### config.mk
export PLATFORM = sky130hd
export DESIGN_NAME = ns73m_writer
export DESIGN_NICKNAME = d
export VERILOG_FILES = /design/src/rtl/ns73m_writer.sv
export SDC_FILE = /design/constraint.sdc
export NUM_CORES = 1
export LEC_CHECK = 0
export CAP_MARGIN = 20
export CORE_MARGIN = 2
export CORE_UTILIZATION = 50
export CTS_CLUSTER_SIZE = 12
export DETAILED_ROUTE_END_ITERATION = 8
export GPL_TIMING_DRIVEN = 0
export PLACE_DENSITY = 0.73
export SLEW_MARGIN = 20
export SYNTH_ARGS = -nofsm -noshare
export SYNTH_HDL_FRONTEND = slang
export SYNTH_SLANG_ARGS = --single-unit
### constraint.sdc
create_clock -name clk_32 -period 2.1 [get_ports clk_32]
set_input_delay 0.315 -clock clk_32 [delete_from_list [all_inputs] [get_ports clk_32]]
set_output_delay 0.315 -clock clk_32 [all_outputs]
set_load 0.03 [all_outputs]
### src/rtl/ns73m_writer.sv
// ns73m_writer: NS73M CK/DA/LA register programming bus master.
// One 4-bit address plus 8-bit data frame per request, LSB first, then latch.
module ns73m_writer #(
    parameter int CLK_DIV = 16
) (
    input  logic       clk_32,
    input  logic       rst_n,
    input  logic       wr_req,
    input  logic [3:0] wr_addr,
    input  logic [7:0] wr_data,
    output logic       busy,
    output logic       done,
    output logic       MOD_CK,
    output logic       MOD_DA,
    output logic       MOD_LA
);

    typedef enum logic [2:0] {
        IDLE,
        SHIFT_LO,
        SHIFT_HI,
        TAIL,
        LATCH
    } state_t;

    localparam logic [7:0] DIV_TC = 8'(CLK_DIV - 1);

    state_t      state;
    logic [7:0]  div_cnt;
    logic [3:0]  bit_cnt;
    logic [11:0] sr;
    logic        div_end;

    assign div_end = (div_cnt == DIV_TC);

    // Frame sequencer: divider, bit counter, shift register and bus pins.
    always_ff @(posedge clk_32 or negedge rst_n) begin
        if (!rst_n) begin
            state   <= IDLE;
            div_cnt <= 8'd0;
            bit_cnt <= 4'd0;
            sr      <= 12'd0;
            busy    <= 1'b0;
            done    <= 1'b0;
            MOD_CK  <= 1'b0;
            MOD_DA  <= 1'b0;
            MOD_LA  <= 1'b0;
        end else begin
            done <= 1'b0;
            if (state == IDLE || div_end) begin
                div_cnt <= 8'd0;
            end else begin
                div_cnt <= div_cnt + 8'd1;
            end
            case (state)
                IDLE: begin
                    if (wr_req) begin
                        sr      <= {wr_data, wr_addr};
                        bit_cnt <= 4'd0;
                        busy    <= 1'b1;
                        MOD_CK  <= 1'b0;
                        MOD_DA  <= wr_addr[0];
                        state   <= SHIFT_LO;
                    end
                end
                SHIFT_LO: begin
                    if (div_end) begin
                        MOD_CK <= 1'b1;
                        state  <= SHIFT_HI;
                    end
                end
                SHIFT_HI: begin
                    if (div_end) begin
                        MOD_CK  <= 1'b0;
                        sr      <= {sr[0], sr[11:1]};
                        bit_cnt <= bit_cnt + 4'd1;
                        if (bit_cnt == 4'd11) begin
                            // DA keeps the last bit through tail and latch
                            state <= TAIL;
                        end else begin
                            MOD_DA <= sr[1];
                            state  <= SHIFT_LO;
                        end
                    end
                end
                TAIL: begin
                    if (div_end) begin
                        MOD_LA <= 1'b1;
                        state  <= LATCH;
                    end
                end
                LATCH: begin
                    if (div_end) begin
                        MOD_LA <= 1'b0;
                        MOD_DA <= 1'b0;
                        busy   <= 1'b0;
                        done   <= 1'b1;
                        state  <= IDLE;
                    end
                end
                default: state <= IDLE;
            endcase
        end
    end

endmodule

==> results of run 1 <==
## synthesized netlist by cell type (all sizes together) (3+ instances only)
master | instances | area share [%]
nor2 | 37 | 10
dfrtp | 32 | 52
o22ai | 13 | 5.3
nand3 | 9 | 3.2
nand2 | 7 | 1.7
o21ai | 7 | 2.7
a21oi | 5 | 1.6
buf | 5 | 1.9
clkbuf | 5 | 1.2
and3 | 4 | 1.6
xnor2 | 4 | 2.3
inv | 3 | 0.73
o31ai | 3 | 1.5
xor2 | 3 | 1.7
## layer usage
metal	part of all wire [%]	vias to the layer above	wire, microns	GRT usage (%)
met3	5.8	7	169	5.90
li1	-	619	-	-
met5	0	-	0	0
met2	46	36	1340	28.6
met4	2.0	0	58	7.62
met1	46	574	1350	24.5
## logic make-up (layout without fill, tap and decap cells)
family | after synthesis | count (layout) | share of synthesized area, %
and+or+nand+nor | 67 | 67 | 21.8
adders and majority gates | 2 | 2 | 1.62
xor gates and xnor gates | 7 | 7 | 3.96
DFF | 32 | 32 | 51.7
AOI/OAI and AO/OA | 35 | 35 | 14.7
muxes | 3 | 3 | 2.26
buffers and inverters | 13 | 40 | 3.88
## power by group through the flow
stage | combinational [W] | clock, W | sequential, W
after detailed placement | 0.0000406 | 0 | 0.000628
after global routing | 0.0000433 | 0.000411 | 0.000616
final | 0.0000397 | 0.000364 | 0.000616
after floorplan | 0.00000196 | 0 | 0.000628
after global placement | 0.0000414 | 0 | 0.000628
after CTS | 0.0000407 | 0.000381 | 0.000616
## cell type report
cell class / count / area share (%)
buffer: 10 / 2.66
clock buffer: 6 / 2.79
clock inverter: 2 / 0.545
inverter: 3 / 0.613
multi-input combinational: 114 / 37.4
sequential: 32 / 43.6
tap: 33 / 2.25
timing repair buffer: 19 / 10.1
## state kept, by name (all words and copies together) (netlist names)
name,cells
state,3
MOD_CK,1
MOD_LA,1
MOD_DA,1
div_cnt,8
sr,12
done,1
busy,1
bit_cnt,4
## metrics by stage
step,worst slack (ns),power (W),hold slack (ns)
floorplan,0.357,0.000630,0.0194
global placement,0.137,0.000669,0.444
detailed placement,0.134,0.000668,0.402
CTS,0.153,0.00104,0.0250
global route,0.0809,0.00107,0.0474
finish,0.167,0.00102,0.00427
## how the worst max path moves through the flow
stage	start	end	slack, ns	cells past startpoint
5_1_grt	state[0]	bit_cnt[3]	0.08	5
3_5_place_dp	wr_req	MOD_DA	0.13	5
4_1_cts	bit_cnt[0]	MOD_DA	0.15	5
2_1_floorplan	bit_cnt[0]	MOD_DA	0.36	5
6_report	bit_cnt[0]	MOD_DA	0.17	5
3_3_place_gp	rst_n	sr[9]	0.14	1
==> metrics.txt, run 1 <==
# TYPE chip_impl_metric gauge
chip_impl_info{name="cell_with_the_biggest_individual_delay_on_the_critical_path",value="sky130_fd_sc_hd__a2111oi_0"} 1
chip_impl_metric{name="slew_headroom",unit="%"} 54.2
chip_impl_metric{name="critical_path_peak_fanout",unit=""} 3
chip_impl_metric{name="routed_via_density",unit=""} 5.64
chip_impl_metric{name="setup_viol_count_final",unit=""} 0
chip_impl_info{name="outcome",value="completed"} 1
chip_impl_metric{name="synth_seq_cells",unit=""} 32
chip_impl_metric{name="net-switching-power",unit="W"} 0.000221
chip_impl_metric{name="ir_drop",unit="uV"} 365
chip_impl_metric{name="hold_violations",unit=""} 0
chip_impl_metric{name="gr-total-overflow",unit=""} 0
chip_impl_metric{name="drive_gt1_share",unit="%"} 11.3
chip_impl_metric{name="num-nets-final",unit=""} 202
chip_impl_metric{name="power_report.internal_total",unit="W"} 0.000798
chip_impl_metric{name="reg_to_reg_setup_timing_slack",unit="ns"} 0.17
chip_impl_metric{name="core-area",unit="sq um"} 3000
chip_impl_info{name="hold_path_class",value="input pin to asynchronous set/reset pin"} 1
chip_impl_metric{name="htreeDepth",unit=""} 2
chip_impl_metric{name="period_needed",unit="ns"} 1.93
chip_impl_metric{name="finalInstanceArea",unit="sq um"} 1840
chip_impl_metric{name="pwr-share-seq",unit="%"} 60.4
chip_impl_metric{name="wl_per_cell",unit="microns"} 13.3
chip_impl_metric{name="globalplace.congestion",unit=""} 0.780
chip_impl_metric{name="grt_pass1_vias",unit=""} 1123
chip_impl_metric{name="finalCoreUtilization",unit="%"} 61.1
chip_impl_metric{name="pwr-share-clk",unit="%"} 35.7
chip_impl_metric{name="finalWirelength",unit="microns"} 2910
chip_impl_metric{name="postRouteAntennaNets",unit=""} 0
chip_impl_info{name="critical_path.cell_chain",value="ha_1 > and4b_1 > a2111oi_0 > o21ai_2 > mux2_4"} 1
chip_impl_metric{name="drt_pass1_iterations",unit=""} 4
chip_impl_metric{name="grt_pass1_wl",unit="microns"} 4950
chip_impl_metric{name="std_cell_rows",unit=""} 20
chip_impl_metric{name="mappedNetlistNets",unit=""} 176
chip_impl_info{name="leading_cell_type_in_the_layout_fill_and_taps_excluded",value="sky130_fd_sc_hd__nor2_1"} 1
chip_impl_metric{name="num_vias",unit=""} 1236
chip_impl_metric{name="worst-slew-pin-transition",unit="ns"} 0.688
chip_impl_metric{name="post-place-cells",unit=""} 211
chip_impl_info{name="worst_r2r_startpoint",value="bit_cnt[0]"} 1
chip_impl_metric{name="grt_max_degree",unit=""} 33
chip_impl_metric{name="power_frac_comb",unit="%"} 3.9
chip_impl_metric{name="grt_antenna_before_repair",unit=""} 0
chip_impl_info{name="cts_root_buf",value="sky130_fd_sc_hd__clkbuf_4"} 1
chip_impl_metric{name="horizontal_die_dimension",unit="microns"} 59.6
chip_impl_metric{name="fillers",unit=""} 271
chip_impl_metric{name="ctsLongestPathBuffers",unit=""} 2
chip_impl_metric{name="chipHeight",unit="microns"} 59.6
chip_impl_metric{name="maxSlewViolCount",unit=""} 0
chip_impl_metric{name="multi_input_comb_area",unit="sq um"} 687
chip_impl_metric{name="worst_ep_required_time",unit="ns"} 2.32
chip_impl_metric{name="power_per_cell_area",unit="nW/um^2"} 555
chip_impl_metric{name="synth.distinct_cells",unit=""} 39
chip_impl_metric{name="boundaryPins",unit=""} 20
chip_impl_metric{name="post-dp-hpwl",unit="microns"} 2100
chip_impl_metric{name="insertedDiodeCount",unit=""} 0
chip_impl_metric{name="initialDrtViolationCount",unit=""} 44
chip_impl_metric{name="numClockSinks",unit=""} 32
chip_impl_metric{name="fmax",unit="MHz"} 517
chip_impl_metric{name="worst_setup_hold_path_clk_slew",unit="ns"} 0.11
chip_impl_metric{name="worst_skew_pair.late_latency",unit="ns"} 0.34
chip_impl_metric{name="total_area_of_sequential_cells",unit="sq um"} 801
chip_impl_metric{name="syn2layout_area_growth",unit="%"} 18.6
chip_impl_info{name="setup_repair_after_global_routing_missed_its_margin",value="false"} 1
chip_impl_metric{name="synthesis.yosys.warnings",unit=""} 0
chip_impl_metric{name="portBuffers",unit=""} 19
chip_impl_metric{name="syn_avg_cell_area",unit="sq um"} 9.73
chip_impl_metric{name="syn-cell-area",unit="sq um"} 1550
chip_impl_info{name="rr_endpoint",value="MOD_DA"} 1
chip_impl_metric{name="max_cap_violations",unit=""} 0
chip_impl_metric{name="synth-seq-area-share",unit="%"} 51.7
chip_impl_metric{name="async_reset_ff_share",unit="%"} 100
chip_impl_metric{name="drc_errors",unit=""} 0
chip_impl_metric{name="post-cts-setup-buffer-count",unit=""} 0
chip_impl_metric{name="power_leakage",unit="nW"} 0.845
chip_impl_metric{name="timing.clock.skew",unit="ns"} 0.0167
chip_impl_metric{name="rr_worst_depth",unit=""} 5
chip_impl_info{name="crit_path_start_kind",value="flop"} 1
chip_impl_metric{name="grt_use_total",unit="%"} 18.7
chip_impl_metric{name="cts_repair_resize_count",unit=""} 0
chip_impl_metric{name="final.period_utilization",unit="%"} 92.1
chip_impl_metric{name="fp.dieArea",unit="sq um"} 3560
chip_impl_info{name="cp-end-kind",value="flop"} 1
chip_impl_info{name="tritoncts",value="done"} 1
chip_impl_metric{name="critical_path.n_buffers_inverters",unit=""} 0
chip_impl_metric{name="post_layout_nonfiller_instances",unit=""} 219
chip_impl_info{name="synth_ff_type",value="sky130_fd_sc_hd__dfrtp_1"} 1
chip_impl_info{name="critical_path_class",value="flop to flop"} 1
chip_impl_metric{name="data_arrival_time_of_the_critical_path",unit="ns"} 2.16
chip_impl_metric{name="syn-instance-count",unit=""} 159
chip_impl_metric{name="netSwitchingFraction",unit="%"} 21.7
chip_impl_info{name="mostFrequentLayoutCells",value="sky130_fd_sc_hd__nor2_1 (36), sky130_fd_sc_hd__dfrtp_1 (32), sky130_fd_sc_hd__clkdlybuf4s50_1 (18), sky130_fd_sc_hd__o22ai_1 (13), sky130_fd_sc_hd__nand3_1 (8)"} 1
chip_impl_info{name="path_delay_family",value="compound AO/OA/AOI/OAI gates"} 1
chip_impl_metric{name="tns",unit="ns"} 0
chip_impl_metric{name="synth-edff-count",unit=""} 0
chip_impl_metric{name="initial_util",unit="%"} 51.5
chip_impl_metric{name="timing.critical_path.slowest_cell_delay",unit="ns"} 0.53
chip_impl_metric{name="cts_made_buffers",unit=""} 5
chip_impl_metric{name="dpl_cell_area",unit="sq um"} 1770
chip_impl_metric{name="hold_buffers",unit=""} 0
Power figures use the tool's default switching activity.
==> run 2: changes to the inputs <==
--- a/config.mk
+++ b/config.mk
@@ -6,12 +6,14 @@
 export NUM_CORES = 1
 export LEC_CHECK = 0
 export CAP_MARGIN = 20
+export CELL_PAD_IN_SITES_DETAIL_PLACEMENT = 1
+export CELL_PAD_IN_SITES_GLOBAL_PLACEMENT = 2
 export CORE_MARGIN = 2
-export CORE_UTILIZATION = 50
+export CORE_UTILIZATION = 34
 export CTS_CLUSTER_SIZE = 12
 export DETAILED_ROUTE_END_ITERATION = 8
 export GPL_TIMING_DRIVEN = 0
-export PLACE_DENSITY = 0.73
+export PLACE_DENSITY_LB_ADDON = 0.1
 export SLEW_MARGIN = 20
 export SYNTH_ARGS = -nofsm -noshare
 export SYNTH_HDL_FRONTEND = slang
==> metrics.txt, run 2 (synthesized netlist as in run 1, its figures left out) <==
# TYPE chip_impl_metric gauge
chip_impl_metric{name="cts_made_buffers",unit=""} 5
chip_impl_metric{name="pwr-share-seq",unit="%"} 57.2
chip_impl_metric{name="power_leakage",unit="nW"} 0.856
chip_impl_info{name="crit_path_start_kind",value="flop"} 1
chip_impl_metric{name="worst_ep_required_time",unit="ns"} 2.26
chip_impl_metric{name="core-area",unit="sq um"} 4380
chip_impl_info{name="hold_path_class",value="input pin to asynchronous set/reset pin"} 1
chip_impl_info{name="biggestRegsByFlops",value="sr: 12 flops, div_cnt: 8 flops, bit_cnt: 4 flops"} 1
chip_impl_metric{name="worst_setup_hold_path_clk_slew",unit="ns"} 0.06
chip_impl_metric{name="critical_path.n_buffers_inverters",unit=""} 0
chip_impl_info{name="critical_path_class",value="flop to flop"} 1
chip_impl_info{name="path_delay_family",value="compound AO/OA/AOI/OAI gates"} 1
chip_impl_metric{name="critical_path_peak_fanout",unit=""} 3
chip_impl_metric{name="insertedDiodeCount",unit=""} 0
chip_impl_metric{name="period_needed",unit="ns"} 1.85
chip_impl_metric{name="setup_viol_count_final",unit=""} 0
chip_impl_metric{name="rr_worst_depth",unit=""} 5
chip_impl_info{name="setup_repair_after_global_routing_missed_its_margin",value="false"} 1
chip_impl_info{name="outcome",value="completed"} 1
chip_impl_metric{name="globalplace.congestion",unit=""} 0.663
chip_impl_metric{name="fmax",unit="MHz"} 542
chip_impl_metric{name="maxSlewViolCount",unit=""} 0
chip_impl_metric{name="max_cap_violations",unit=""} 0
chip_impl_metric{name="portBuffers",unit=""} 19
chip_impl_metric{name="post-dp-hpwl",unit="microns"} 2840
chip_impl_metric{name="htreeDepth",unit=""} 2
chip_impl_metric{name="initialDrtViolationCount",unit=""} 35
chip_impl_metric{name="drc_errors",unit=""} 0
chip_impl_metric{name="numClockSinks",unit=""} 32
chip_impl_metric{name="reg_to_reg_setup_timing_slack",unit="ns"} 0.25
chip_impl_metric{name="grt_max_degree",unit=""} 27
chip_impl_metric{name="drive_gt1_share",unit="%"} 10.3
chip_impl_metric{name="slew_headroom",unit="%"} 68.3
chip_impl_metric{name="netSwitchingFraction",unit="%"} 20.4
chip_impl_metric{name="tns",unit="ns"} 0
chip_impl_metric{name="cts_repair_resize_count",unit=""} 0
chip_impl_metric{name="worst-slew-pin-transition",unit="ns"} 0.463
chip_impl_info{name="tritoncts",value="done"} 1
chip_impl_metric{name="grt_use_total",unit="%"} 16.2
chip_impl_metric{name="hold_violations",unit=""} 0
chip_impl_metric{name="power_frac_comb",unit="%"} 4.3
chip_impl_metric{name="boundaryPins",unit=""} 20
chip_impl_metric{name="chipHeight",unit="microns"} 71.5
chip_impl_info{name="leading_cell_type_in_the_layout_fill_and_taps_excluded",value="sky130_fd_sc_hd__nor2_1"} 1
chip_impl_info{name="worst_r2r_startpoint",value="bit_cnt[0]"} 1
chip_impl_metric{name="ctsLongestPathBuffers",unit=""} 2
chip_impl_metric{name="std_cell_rows",unit=""} 24
chip_impl_metric{name="gr-total-overflow",unit=""} 0
chip_impl_metric{name="grt_pass1_wl",unit="microns"} 6350
chip_impl_info{name="cp-end-kind",value="flop"} 1
chip_impl_metric{name="num_vias",unit=""} 1263
chip_impl_metric{name="final.period_utilization",unit="%"} 87.9
chip_impl_metric{name="data_arrival_time_of_the_critical_path",unit="ns"} 2.00
chip_impl_metric{name="total_power",unit="W"} 0.00108
chip_impl_metric{name="fp.dieArea",unit="sq um"} 5110
chip_impl_metric{name="horizontal_die_dimension",unit="microns"} 71.5
chip_impl_info{name="critical_path.cell_chain",value="ha_1 > and4b_1 > a2111oi_0 > o21ai_2 > mux2_4"} 1
chip_impl_metric{name="syn2layout_area_growth",unit="%"} 22.6
chip_impl_metric{name="drt_pass1_iterations",unit=""} 3
chip_impl_metric{name="timing.critical_path.slowest_cell_delay",unit="ns"} 0.45
chip_impl_info{name="mostFrequentLayoutCells",value="sky130_fd_sc_hd__nor2_1 (36), sky130_fd_sc_hd__dfrtp_1 (32), sky130_fd_sc_hd__clkdlybuf4s50_1 (18), sky130_fd_sc_hd__o22ai_1 (13), sky130_fd_sc_hd__nand3_1 (8)"} 1
chip_impl_metric{name="postRouteAntennaNets",unit=""} 0
chip_impl_metric{name="initial_util",unit="%"} 35.3
chip_impl_metric{name="ir_drop",unit="uV"} 289
chip_impl_metric{name="timing.clock.skew",unit="ns"} 0.00499
chip_impl_info{name="cts_root_buf",value="sky130_fd_sc_hd__clkbuf_8"} 1
chip_impl_metric{name="post-cts-setup-buffer-count",unit=""} 0
chip_impl_metric{name="grt_pass1_vias",unit=""} 1383
chip_impl_metric{name="num-nets-final",unit=""} 204
chip_impl_metric{name="pwr-share-clk",unit="%"} 38.5
chip_impl_metric{name="fin_worst_hold_slack",unit="ns"} 0.408
chip_impl_metric{name="worst_skew_pair.late_latency",unit="ns"} 0.28
chip_impl_metric{name="wl_per_cell",unit="microns"} 15.6
chip_impl_metric{name="finalWirelength",unit="microns"} 3700
chip_impl_metric{name="number_of_flip_flops_in_the_largest_register",unit=""} 12
chip_impl_metric{name="grt_antenna_before_repair",unit=""} 0
chip_impl_info{name="cell_with_the_biggest_individual_delay_on_the_critical_path",value="sky130_fd_sc_hd__a2111oi_0"} 1
chip_impl_metric{name="net-switching-power",unit="W"} 0.000220
chip_impl_metric{name="power_report.internal_total",unit="W"} 0.000858
chip_impl_metric{name="post_layout_nonfiller_instances",unit=""} 237
chip_impl_metric{name="hold_buffers",unit=""} 1
chip_impl_metric{name="power_per_cell_area",unit="nW/um^2"} 568
chip_impl_info{name="register_containing_the_most_flip_flops_in_the_final_layout",value="sr"} 1
chip_impl_info{name="cp-startpoint",value="bit_cnt[0]"} 1
chip_impl_info{name="rr_endpoint",value="MOD_DA"} 1
chip_impl_metric{name="routed_via_density",unit=""} 5.33
chip_impl_metric{name="post-place-cells",unit=""} 231
[run 2: cell types whose count changed in the layout (fill, tap and decap cells not counted)]
| cell | before | now |
|---|---|---|
| sky130_fd_sc_hd__clkinv_2 | 2 | 0 |
| sky130_fd_sc_hd__dlygate4sd3_1 | 0 | 1 |
| sky130_fd_sc_hd__buf_12 | 0 | 1 |
| sky130_fd_sc_hd__clkbuf_8 | 1 | 5 |
| sky130_fd_sc_hd__clkbuf_4 | 5 | 0 |
[run 2: final cells by class]
class | instances | area, sq um
sequential | 32 | 801
buffer | 10 | 48.8
clock buffer | 5 | 68.8
inverter | 3 | 11.3
fill | 498 | 2490
timing repair buffer | 21 | 215
tap | 52 | 65.1
multi-input combinational | 114 | 687
[run 2: worst max-delay path by stage]
stage                            end  slack, ns  cells past startpoint
after floorplan               MOD_DA       0.36                      5
after global placement    bit_cnt[1]       0.05                      1
after detailed placement      MOD_DA       0.16                      5
after CTS                      sr[6]       0.22                      6
after global routing           sr[6]       0.03                      6
final                         MOD_DA       0.25                      5
[run 2: metal layers]
| layer | share of wire (%) | global-route usage [%] | wire [microns] | vias to the layer above |
|---|---|---|---|---|
| li1 | - | - | - | 615 |
| met1 | 41 | 17.5 | 1510 | 625 |
| met2 | 54 | 30.1 | 2010 | 18 |
| met3 | 3.7 | 3.80 | 137 | 5 |
| met4 | 1.2 | 6.71 | 46 | 0 |
| met5 | 0 | 0 | 0 | - |
[run 2: metrics by stage]
stage	area [sq um]	util (%)	setup slack [ns]
global placement	1800	41.1	0.0547
global route	1900	43.3	0.0287
finish	1900	43.3	0.255
CTS	1900	43.3	0.219
floorplan	1550	-	0.357
detailed placement	1820	41.5	0.157
[run 2: power by group through the flow]
stage | Clock, W | Sequential [W] | Combinational, W
finish | 0.000415 | 0.000617 | 0.0000467
global route | 0.000464 | 0.000616 | 0.0000519
CTS | 0.000438 | 0.000616 | 0.0000483
detailed placement | 0 | 0.000628 | 0.0000468
global placement | 0 | 0.000628 | 0.0000420
floorplan | 0 | 0.000628 | 0.00000196
